--- config.mk ---
export PLATFORM = sky130hd
export DESIGN_NAME = ranger_lsu
export DESIGN_NICKNAME = d
export VERILOG_FILES = /design/src/rtl/ranger_lsu.sv
export SDC_FILE = /design/constraint.sdc
export NUM_CORES = 1
export LEC_CHECK = 0
export BUFFER_PORTS_ARGS = -buffer_cell sky130_fd_sc_hd__buf_4
export CORE_UTILIZATION = 50
export DETAILED_ROUTE_END_ITERATION = 7
export PLACE_DENSITY = 0.82
export SLEW_MARGIN = 20
export SYNTH_ARGS = -nofsm -noshare
export SYNTH_HDL_FRONTEND = slang
export SYNTH_SLANG_ARGS = --single-unit
--- constraint.sdc ---
create_clock -name clk_i -period 4.42 [get_ports clk_i]
set_input_delay 0.221 -clock clk_i [delete_from_list [all_inputs] [get_ports clk_i]]
set_output_delay 0.221 -clock clk_i [all_outputs]
set_load 0.02 [all_outputs]
--- src/rtl/ranger_lsu.sv ---
// Load/store unit between the datapath and a wait-stated word bus (req/ack, watchdog, lane steering).
// Define LSU_MISALIGN_SPLIT_EN to run misaligned H/W accesses as two bus beats instead of trapping.
module ranger_lsu #(
    parameter int unsigned ADDR_WIDTH     = 32,
    parameter int unsigned DATA_WIDTH     = 32,
    parameter int unsigned TIMEOUT_CYCLES = 255
) (
    input  logic                    clk_i,
    input  logic                    reset_i,
    input  logic                    req_i,
    input  logic                    we_i,
    input  logic [2:0]              funct3_i,
    input  logic [ADDR_WIDTH-1:0]   addr_i,
    input  logic [DATA_WIDTH-1:0]   wd_i,
    output logic                    busy_o,
    output logic                    done_o,
    output logic [DATA_WIDTH-1:0]   rd_o,
    output logic                    err_o,
    output logic                    bus_req_o,
    output logic                    bus_we_o,
    output logic [ADDR_WIDTH-3:0]   bus_addr_o,
    output logic [DATA_WIDTH/8-1:0] bus_be_o,
    output logic [DATA_WIDTH-1:0]   bus_wd_o,
    input  logic [DATA_WIDTH-1:0]   bus_rd_i,
    input  logic                    bus_ack_i
);
    if (DATA_WIDTH != 32) begin : g_bad_width
        $error("ranger_lsu: DATA_WIDTH must be 32");
    end

`ifdef LSU_MISALIGN_SPLIT_EN
    localparam int unsigned LaneW = 2 * DATA_WIDTH;
    typedef enum logic [1:0] {StIdle, StBeat0, StResp, StBeat1} state_e;
`else
    localparam int unsigned LaneW = DATA_WIDTH;
    typedef enum logic [1:0] {StIdle, StBeat0, StResp} state_e;
`endif
    localparam int unsigned LaneBeW = LaneW / 8;
    localparam int unsigned CntW    = (TIMEOUT_CYCLES > 1) ? $clog2(TIMEOUT_CYCLES + 1) : 1;

    state_e                  state_q, state_d;
    logic [CntW-1:0]         cnt_q, cnt_d;
    logic [DATA_WIDTH-1:0]   rd_q, rd_d;
    logic                    err_q, err_d;
    logic                    we_q;
    logic [2:0]              f3_q;
    logic [ADDR_WIDTH-1:0]   addr_q;
    logic [DATA_WIDTH-1:0]   wd_q;
`ifdef LSU_MISALIGN_SPLIT_EN
    logic                    split_q;
    logic [DATA_WIDTH-1:0]   lo_q, lo_d;
`endif

    logic                    accept, illegal_in, misalign_in, timeout_hit, in_beat1;
    logic [1:0]              off;
    logic [3:0]              mask;
    logic [LaneBeW-1:0]      lane_be;
    logic [LaneW-1:0]        lane_wd, ld_buf;
    logic [DATA_WIDTH-1:0]   ld_sh, ld_ext;
    logic [ADDR_WIDTH-3:0]   word0;

    assign accept      = (state_q == StIdle) && req_i;
    assign illegal_in  = (funct3_i == 3'b011) || (funct3_i[2:1] == 2'b11);
    assign misalign_in = ((funct3_i[1:0] == 2'b01) && addr_i[0]) ||
                         ((funct3_i[1:0] == 2'b10) && (addr_i[1:0] != 2'b00));
    assign timeout_hit = (TIMEOUT_CYCLES != 0) && (cnt_q == CntW'(TIMEOUT_CYCLES - 1));

    assign off     = addr_q[1:0];
    assign mask    = (f3_q[1:0] == 2'b00) ? 4'b0001 : (f3_q[1:0] == 2'b01) ? 4'b0011 : 4'b1111;
    assign lane_be = LaneBeW'(mask) << off;
    assign lane_wd = LaneW'(wd_q) << {off, 3'b000};
    assign word0   = addr_q[ADDR_WIDTH-1:2];

`ifdef LSU_MISALIGN_SPLIT_EN
    assign in_beat1 = (state_q == StBeat1);
    assign ld_buf   = in_beat1 ? {bus_rd_i, lo_q} : {{DATA_WIDTH{1'b0}}, bus_rd_i};
`else
    assign in_beat1 = 1'b0;
    assign ld_buf   = bus_rd_i;
`endif
    assign ld_sh = DATA_WIDTH'(ld_buf >> {off, 3'b000});

    always_comb begin
        ld_ext = ld_sh;
        unique case (f3_q)
            3'b000:  ld_ext = {{(DATA_WIDTH-8){ld_sh[7]}}, ld_sh[7:0]};
            3'b001:  ld_ext = {{(DATA_WIDTH-16){ld_sh[15]}}, ld_sh[15:0]};
            3'b100:  ld_ext = {{(DATA_WIDTH-8){1'b0}}, ld_sh[7:0]};
            3'b101:  ld_ext = {{(DATA_WIDTH-16){1'b0}}, ld_sh[15:0]};
            default: ld_ext = ld_sh;
        endcase
    end

    always_comb begin
        state_d = state_q;
        cnt_d   = '0;
        rd_d    = rd_q;
        err_d   = err_q;
`ifdef LSU_MISALIGN_SPLIT_EN
        lo_d    = lo_q;
`endif
        unique case (state_q)
            StIdle: begin
                if (req_i) begin
                    rd_d  = '0;
                    err_d = 1'b0;
`ifdef LSU_MISALIGN_SPLIT_EN
                    if (illegal_in) begin
`else
                    if (illegal_in || misalign_in) begin
`endif
                        state_d = StResp;
                        err_d   = 1'b1;
                    end else begin
                        state_d = StBeat0;
                    end
                end
            end
            StResp: state_d = StIdle;
            default: begin
                // Ack wins over the watchdog in the cycle the count would expire.
                if (bus_ack_i) begin
`ifdef LSU_MISALIGN_SPLIT_EN
                    lo_d = bus_rd_i;
                    if (split_q && !in_beat1) begin
                        state_d = StBeat1;
                    end else begin
                        state_d = StResp;
                        rd_d    = we_q ? '0 : ld_ext;
                    end
`else
                    state_d = StResp;
                    rd_d    = we_q ? '0 : ld_ext;
`endif
                end else if (timeout_hit) begin
                    state_d = StResp;
                    err_d   = 1'b1;
                    rd_d    = '0;
                end else begin
                    cnt_d = cnt_q + CntW'(1);
                end
            end
        endcase
    end

    always_comb begin
        busy_o     = (state_q != StIdle);
        done_o     = (state_q == StResp);
        err_o      = done_o && err_q;
        rd_o       = rd_q;
        bus_req_o  = (state_q != StIdle) && (state_q != StResp);
        bus_we_o   = 1'b0;
        bus_addr_o = '0;
        bus_be_o   = '0;
        bus_wd_o   = '0;
        if (bus_req_o) begin
            bus_we_o   = we_q;
            bus_addr_o = in_beat1 ? word0 + 1'b1 : word0;
            bus_be_o   = '1;
            if (we_q) begin
                bus_be_o = in_beat1 ? lane_be[LaneBeW-1 -: 4] : lane_be[3:0];
                bus_wd_o = in_beat1 ? lane_wd[LaneW-1 -: DATA_WIDTH] : lane_wd[DATA_WIDTH-1:0];
            end
        end
    end

    always_ff @(posedge clk_i or posedge reset_i) begin
        if (reset_i) begin
            state_q <= StIdle;
            cnt_q   <= '0;
            rd_q    <= '0;
            err_q   <= 1'b0;
            we_q    <= 1'b0;
            f3_q    <= '0;
            addr_q  <= '0;
            wd_q    <= '0;
`ifdef LSU_MISALIGN_SPLIT_EN
            split_q <= 1'b0;
            lo_q    <= '0;
`endif
        end else begin
            state_q <= state_d;
            cnt_q   <= cnt_d;
            rd_q    <= rd_d;
            err_q   <= err_d;
`ifdef LSU_MISALIGN_SPLIT_EN
            lo_q    <= lo_d;
            if (accept) split_q <= misalign_in;
`endif
            if (accept) begin
                we_q   <= we_i;
                f3_q   <= funct3_i;
                addr_q <= addr_i;
                wd_q   <= wd_i;
            end
        end
    end
endmodule

======== After elaboration in Yosys (flattened, before gate mapping) ========
Cells that the tools add are included.
operators by class
  $add $sub $neg .......................... 1
  equality and inequality tests ........... 13
  shift-type cells ........................ 3
  muxes and demuxes ....................... 27
  bitwise operators ....................... 1
  reductions and logical operators ........ 20
operators by type and width
  operator             count
  $mux 32              6
  $pmux 32 s4          1
  $pmux 32 s2          1
  $shl 32x5->32        1
  $shr 32x5->32        1
  $mux 30              1
  $mux 8               3
  $mux 4               4
  $add 8x1->8 const B  1
  $eq 8x8->1 const B   1
  $mux 2               4
  $eq 2x2->1 const B   3
  $eq 3x3->1 const B   2
  $reduce_bool 2->1    3
  $logic_and 1x1->1    5
  $mux 1               5
  $eq 2x1->1 const B   2
  $logic_not 2->1      2
  $ne 2x2->1 const B   2
  $pmux 2 s2           1
  $reduce_and 4->1     1
  $reduce_bool 4->1    1
  $shl 4x2->4          1
  $eq 3x1->1 const B   1
  10 further kinds     12
storage, ports and cells
  flip-flop bits (word level) ............. 111
  input bits .............................. 104
  output and inout bits ................... 103
  word-level logic and storage cells ...... 73

======== Logic depth before layout (Yosys ltp) ========
  word-level depth ........................ 7
  gate-level depth with buffers ........... 7
  gate-level depth less buffers ........... 6

======== Worst setup path after synthesis ========
Ideal clock, no wire load.
  path type ............................... flip-flop to output port
  from .................................... register addr_q[1]
  to ...................................... output port bus_wd_o[27]
  arrival ................................. 1.795 ns
  path slack .............................. 2.404 ns
  stages on the path, launching flop included .. 7
  buffers on the path ..................... 4
  path through ............................ dfrtp_1 clkbuf_8 buf_2 buf_2 buf_2 a211oi_1 a211oi_1
on the way
  cells in the longest elaborated chain, start to end .. 3
RTL lines
  element                 line  text
  from (decl)             47    logic [ADDR_WIDTH-1:0] addr_q;
  from (signal assigned)  193   addr_q <= addr_i;
  $shl 32x5->32           71    assign lane_wd = LaneW'(wd_q) << {off, 3'b000};
  $mux 32                 160   if (we_q) begin
  $mux 32                 156   if (bus_req_o) begin
  to (decl)               23    output logic [DATA_WIDTH-1:0] bus_wd_o,
Every way passes these cells.

======== Worst setup path after layout ========
  from .................................... register state_q[0]
  to ...................................... output port bus_wd_o[3]
on the way
  cells in the longest elaborated chain, start to end .. 3
  elaborated cells on any way between the ends .. 4
RTL lines
  element                                                 line  text
  from (decl)                                             41    state_e state_q, state_d;
  from (signal assigned)                                  169   state_q <= StIdle;
  from (signal assigned)                                  182   state_q <= state_d;
  $ne 2x2->1 / $reduce_bool 2->1 (equally long branches)  151   bus_req_o = (state_q != StIdle) && (state_q != StResp);
  $logic_and 1x1->1 (*)                                   151
  $mux 32 (*)                                             156
Mark *: on every way between the ends. The rest lies on a longest branch, timed or not.

==> flow_summary.json <==
{
  "cp.arrival_ns": 2.88,
  "hold_viol": 0,
  "fin_ws_ns": 1.32,
  "period_share_pct": 70.1,
  "core_mm2": 0.0110,
  "fin_cells": 831,
  "status": "finished, final reports clean",
  "ys_async_sr_fraction_pct": 100,
  "clock-sinks": 111,
  "dp_hpwl_mm": 11.1,
  "p_leak_nw": 3.72,
  "start_util_pct": 52.0,
  "antenna_found_initial": 0,
  "postSynthAreaPerCell_um2": 11.5,
  "gr-usage-met2_pct": 45.1,
  "syn_nets": 605,
  "top_usage_layer": "met2",
  "yosys_register_bits": 111,
  "drt_iter0_markers": 215,
  "chipWidth_um": 109,
  "post-route-min-period_ns": 3.10,
  "use_met3_pct": 7.65,
  "switching_share_pct": 35.7,
  "synth_edf_count": 0,
  "gp_congestion": 0.857,
  "yosysSeqAreaShare_pct": 48.4,
  "clockPowerShare_pct": 22.1,
  "clockBufferDepth": 2,
  "grt_usage_pct": 27.2,
  "io_buffer_count": 206,
  "synth.area.top_cells": "dfrtp_1 48%, mux2_2 13%, mux2i_1 5.4%",
  "drive_gt1_share_pct": 46.7,
  "final_util_pct": 69.4,
  "root_buffer": "clkbuf_16",
  "dominantRegCellSynth": "dfrtp_1",
  "syn_inst": 499,
  "clkLatencyLatePin_ns": 0.35,
  "antenna_cells": 0,
  "dr.pass1.iters": 5,
  "powerDensity_mw_per_mm2": 552,
  "cts_max_level": 3,
  "finalPower_mw": 4.23,
  "grt_pass1_vias": 4856,
  "maxCapViolCount": 0,
  "crit_path_end_kind": "output pin",
  "cts_setup_buffers": 0,
  "overflow": 0,
  "layout_commonest_cell": "buf_4",
  "routed_wl_mm": 15.5,
  "layout_common_cells": "212 x buf_4, 108 x dfrtp_1, 68 x mux2_2",
  "place_area_mm2": 0.00731,
  "wire_per_inst_um": 18.6,
  "ant_nets": 0,
  "nets": 792,
  "yosysTopAreaCell": "dfrtp_1",
  "worstSetupStartpointType": "flip-flop",
  "relSlewSlack_pct": 27.4,
  "critical_path_class": "reg2out",
  "combPwrFrac_pct": 39.4,
  "clk_pin_slew_worst_paths_ns": 0.07,
  "cts_tree": "built",
  "final_cell_area_mm2": 0.00765,
  "grt_max_degree": 73,
  "hold_slack_ns": 0.0532,
  "viasPerCell": 5.66,
  "max_freq_mhz": 323,
  "syn_to_final_growth_pct": 33.4,
  "synth_cell_types": 51,
  "setup_viol_count_final": 0,
  "ir_worst_vdd_uv": 407,
  "drc": 0,
  "place_inst": 815,
  "post_cts_resize_count": 0,
  "yosys_warnings": 0,
  "cp.required_ns": 4.20,
  "p_sw_mw": 1.51,
  "dp_slack_ns": 1.13,
  "synth_top_cell_area_share_pct": 48.4,
  "die_h_um": 109,
  "tightest_slew_ns": 1.08,
  "die_area_mm2": 0.0119,
  "ctsHoldBuffers": 0,
  "grt_setup_unrepaired": "no",
  "grt_pass1_wl_mm": 24.5,
  "skew_ns": 0.00615,
  "p_int_mw": 2.72,
  "hold_path.class": "in2async",
  "synth_area_mm2": 0.00574,
  "io_pins": 207,
  "crit_fanout": 41,
  "slew_violations": 0,
  "cts_made_buffers": 9,
  "tns_ns": 0,
  "fp-row-count": 38,
  "vias": 4701,
  "met1_usage_pct": 33.9,
  "seq_power_share_pct": 38.5
}
==> flip-flops by register name (all words and copies together), names as in the netlist <==
| name | flops |
|---|---|
| addr_q | 32 |
| cnt_q | 8 |
| err_q | 1 |
| f3_q | 3 |
| rd_o | 32 |
| state_q | 2 |
| wd_q | 32 |
| we_q | 1 |
==> critical path, cell delays in order (launching register included) <==
cell     delay (ns)
dfrtp_2        0.75
nand2_1        0.52
or2_2          0.53
nor2_1         0.38
and2_1         0.20
buf_4          0.14
==> synth_stat cells, drive strengths merged, types with 3 or more instances <==
master,count
o221ai,7
inv,14
a32o,7
a22o,10
nand3,3
nor2b,17
clkbuf,13
nor2,45
nand2,17
mux2,68
a21oi,9
nor3b,3
a211oi,17
and2,39
and4,3
a221o,8
nor3,4
xor2,4
xnor2,3
mux2i,31
buf,23
dfrtp,111
a211o,14
o21ai,4
==> kinds of logic (layout without fill, tap and decap cells) <==
group,count (synthesis),after routing,synth area share (%)
compound gates,88,88,13.3
xor+xnor,7,7,1.07
fa+ha+maj,2,2,0.436
buf+inv,50,242,4.67
flops,111,111,48.4
mux,100,100,19.1
simple gates,141,141,13.0
==> cell type report <==
cell class | count | area (um2)
inverter | 14 | 55.1
sequential | 111 | 2780
fill | 848 | 3380
clock inverter | 6 | 108
clock buffer | 10 | 239
tap | 140 | 175
multi-input combinational | 338 | 2710
timing repair buffer | 212 | 1590
==> path summary, 6_finish.rpt <==
| check | start | slack [ns] | endpoint | cells past startpoint |
|---|---|---|---|---|
| worst max-delay path | state_q[0] | 1.32 | bus_wd_o[3] | 5 |
| worst min-delay path | reset_i | 0.05 | addr_q[27] | 2 |
| worst min register to register | rd_o[21] | 0.50 | rd_o[21] | 1 |
| worst max register to register | state_q[0] | 1.85 | rd_o[20] | 5 |
| min in group clk_i | addr_i[12] | 0.09 | addr_q[12] | 2 |
| max in group asynchronous | reset_i | 3.29 | rd_o[4] | 3 |
==> power groups by stage <==
stage	registers, mW	clock network (mW)	logic (mW)
after floorplan	1.56	0	1.21
after global placement	1.61	0	1.63
after detailed placement	1.64	0	1.67
after CTS	1.63	0.953	1.68
after global routing	1.68	0.995	1.79
final	1.63	0.934	1.67
==> layer usage <==
layer	vias to the layer above	part of all wire [%]
li1	2156	-
met1	2322	40
met2	198	50
met3	25	7.7
met4	0	2.4
met5	-	0
Power figures use the tool's default switching activity.
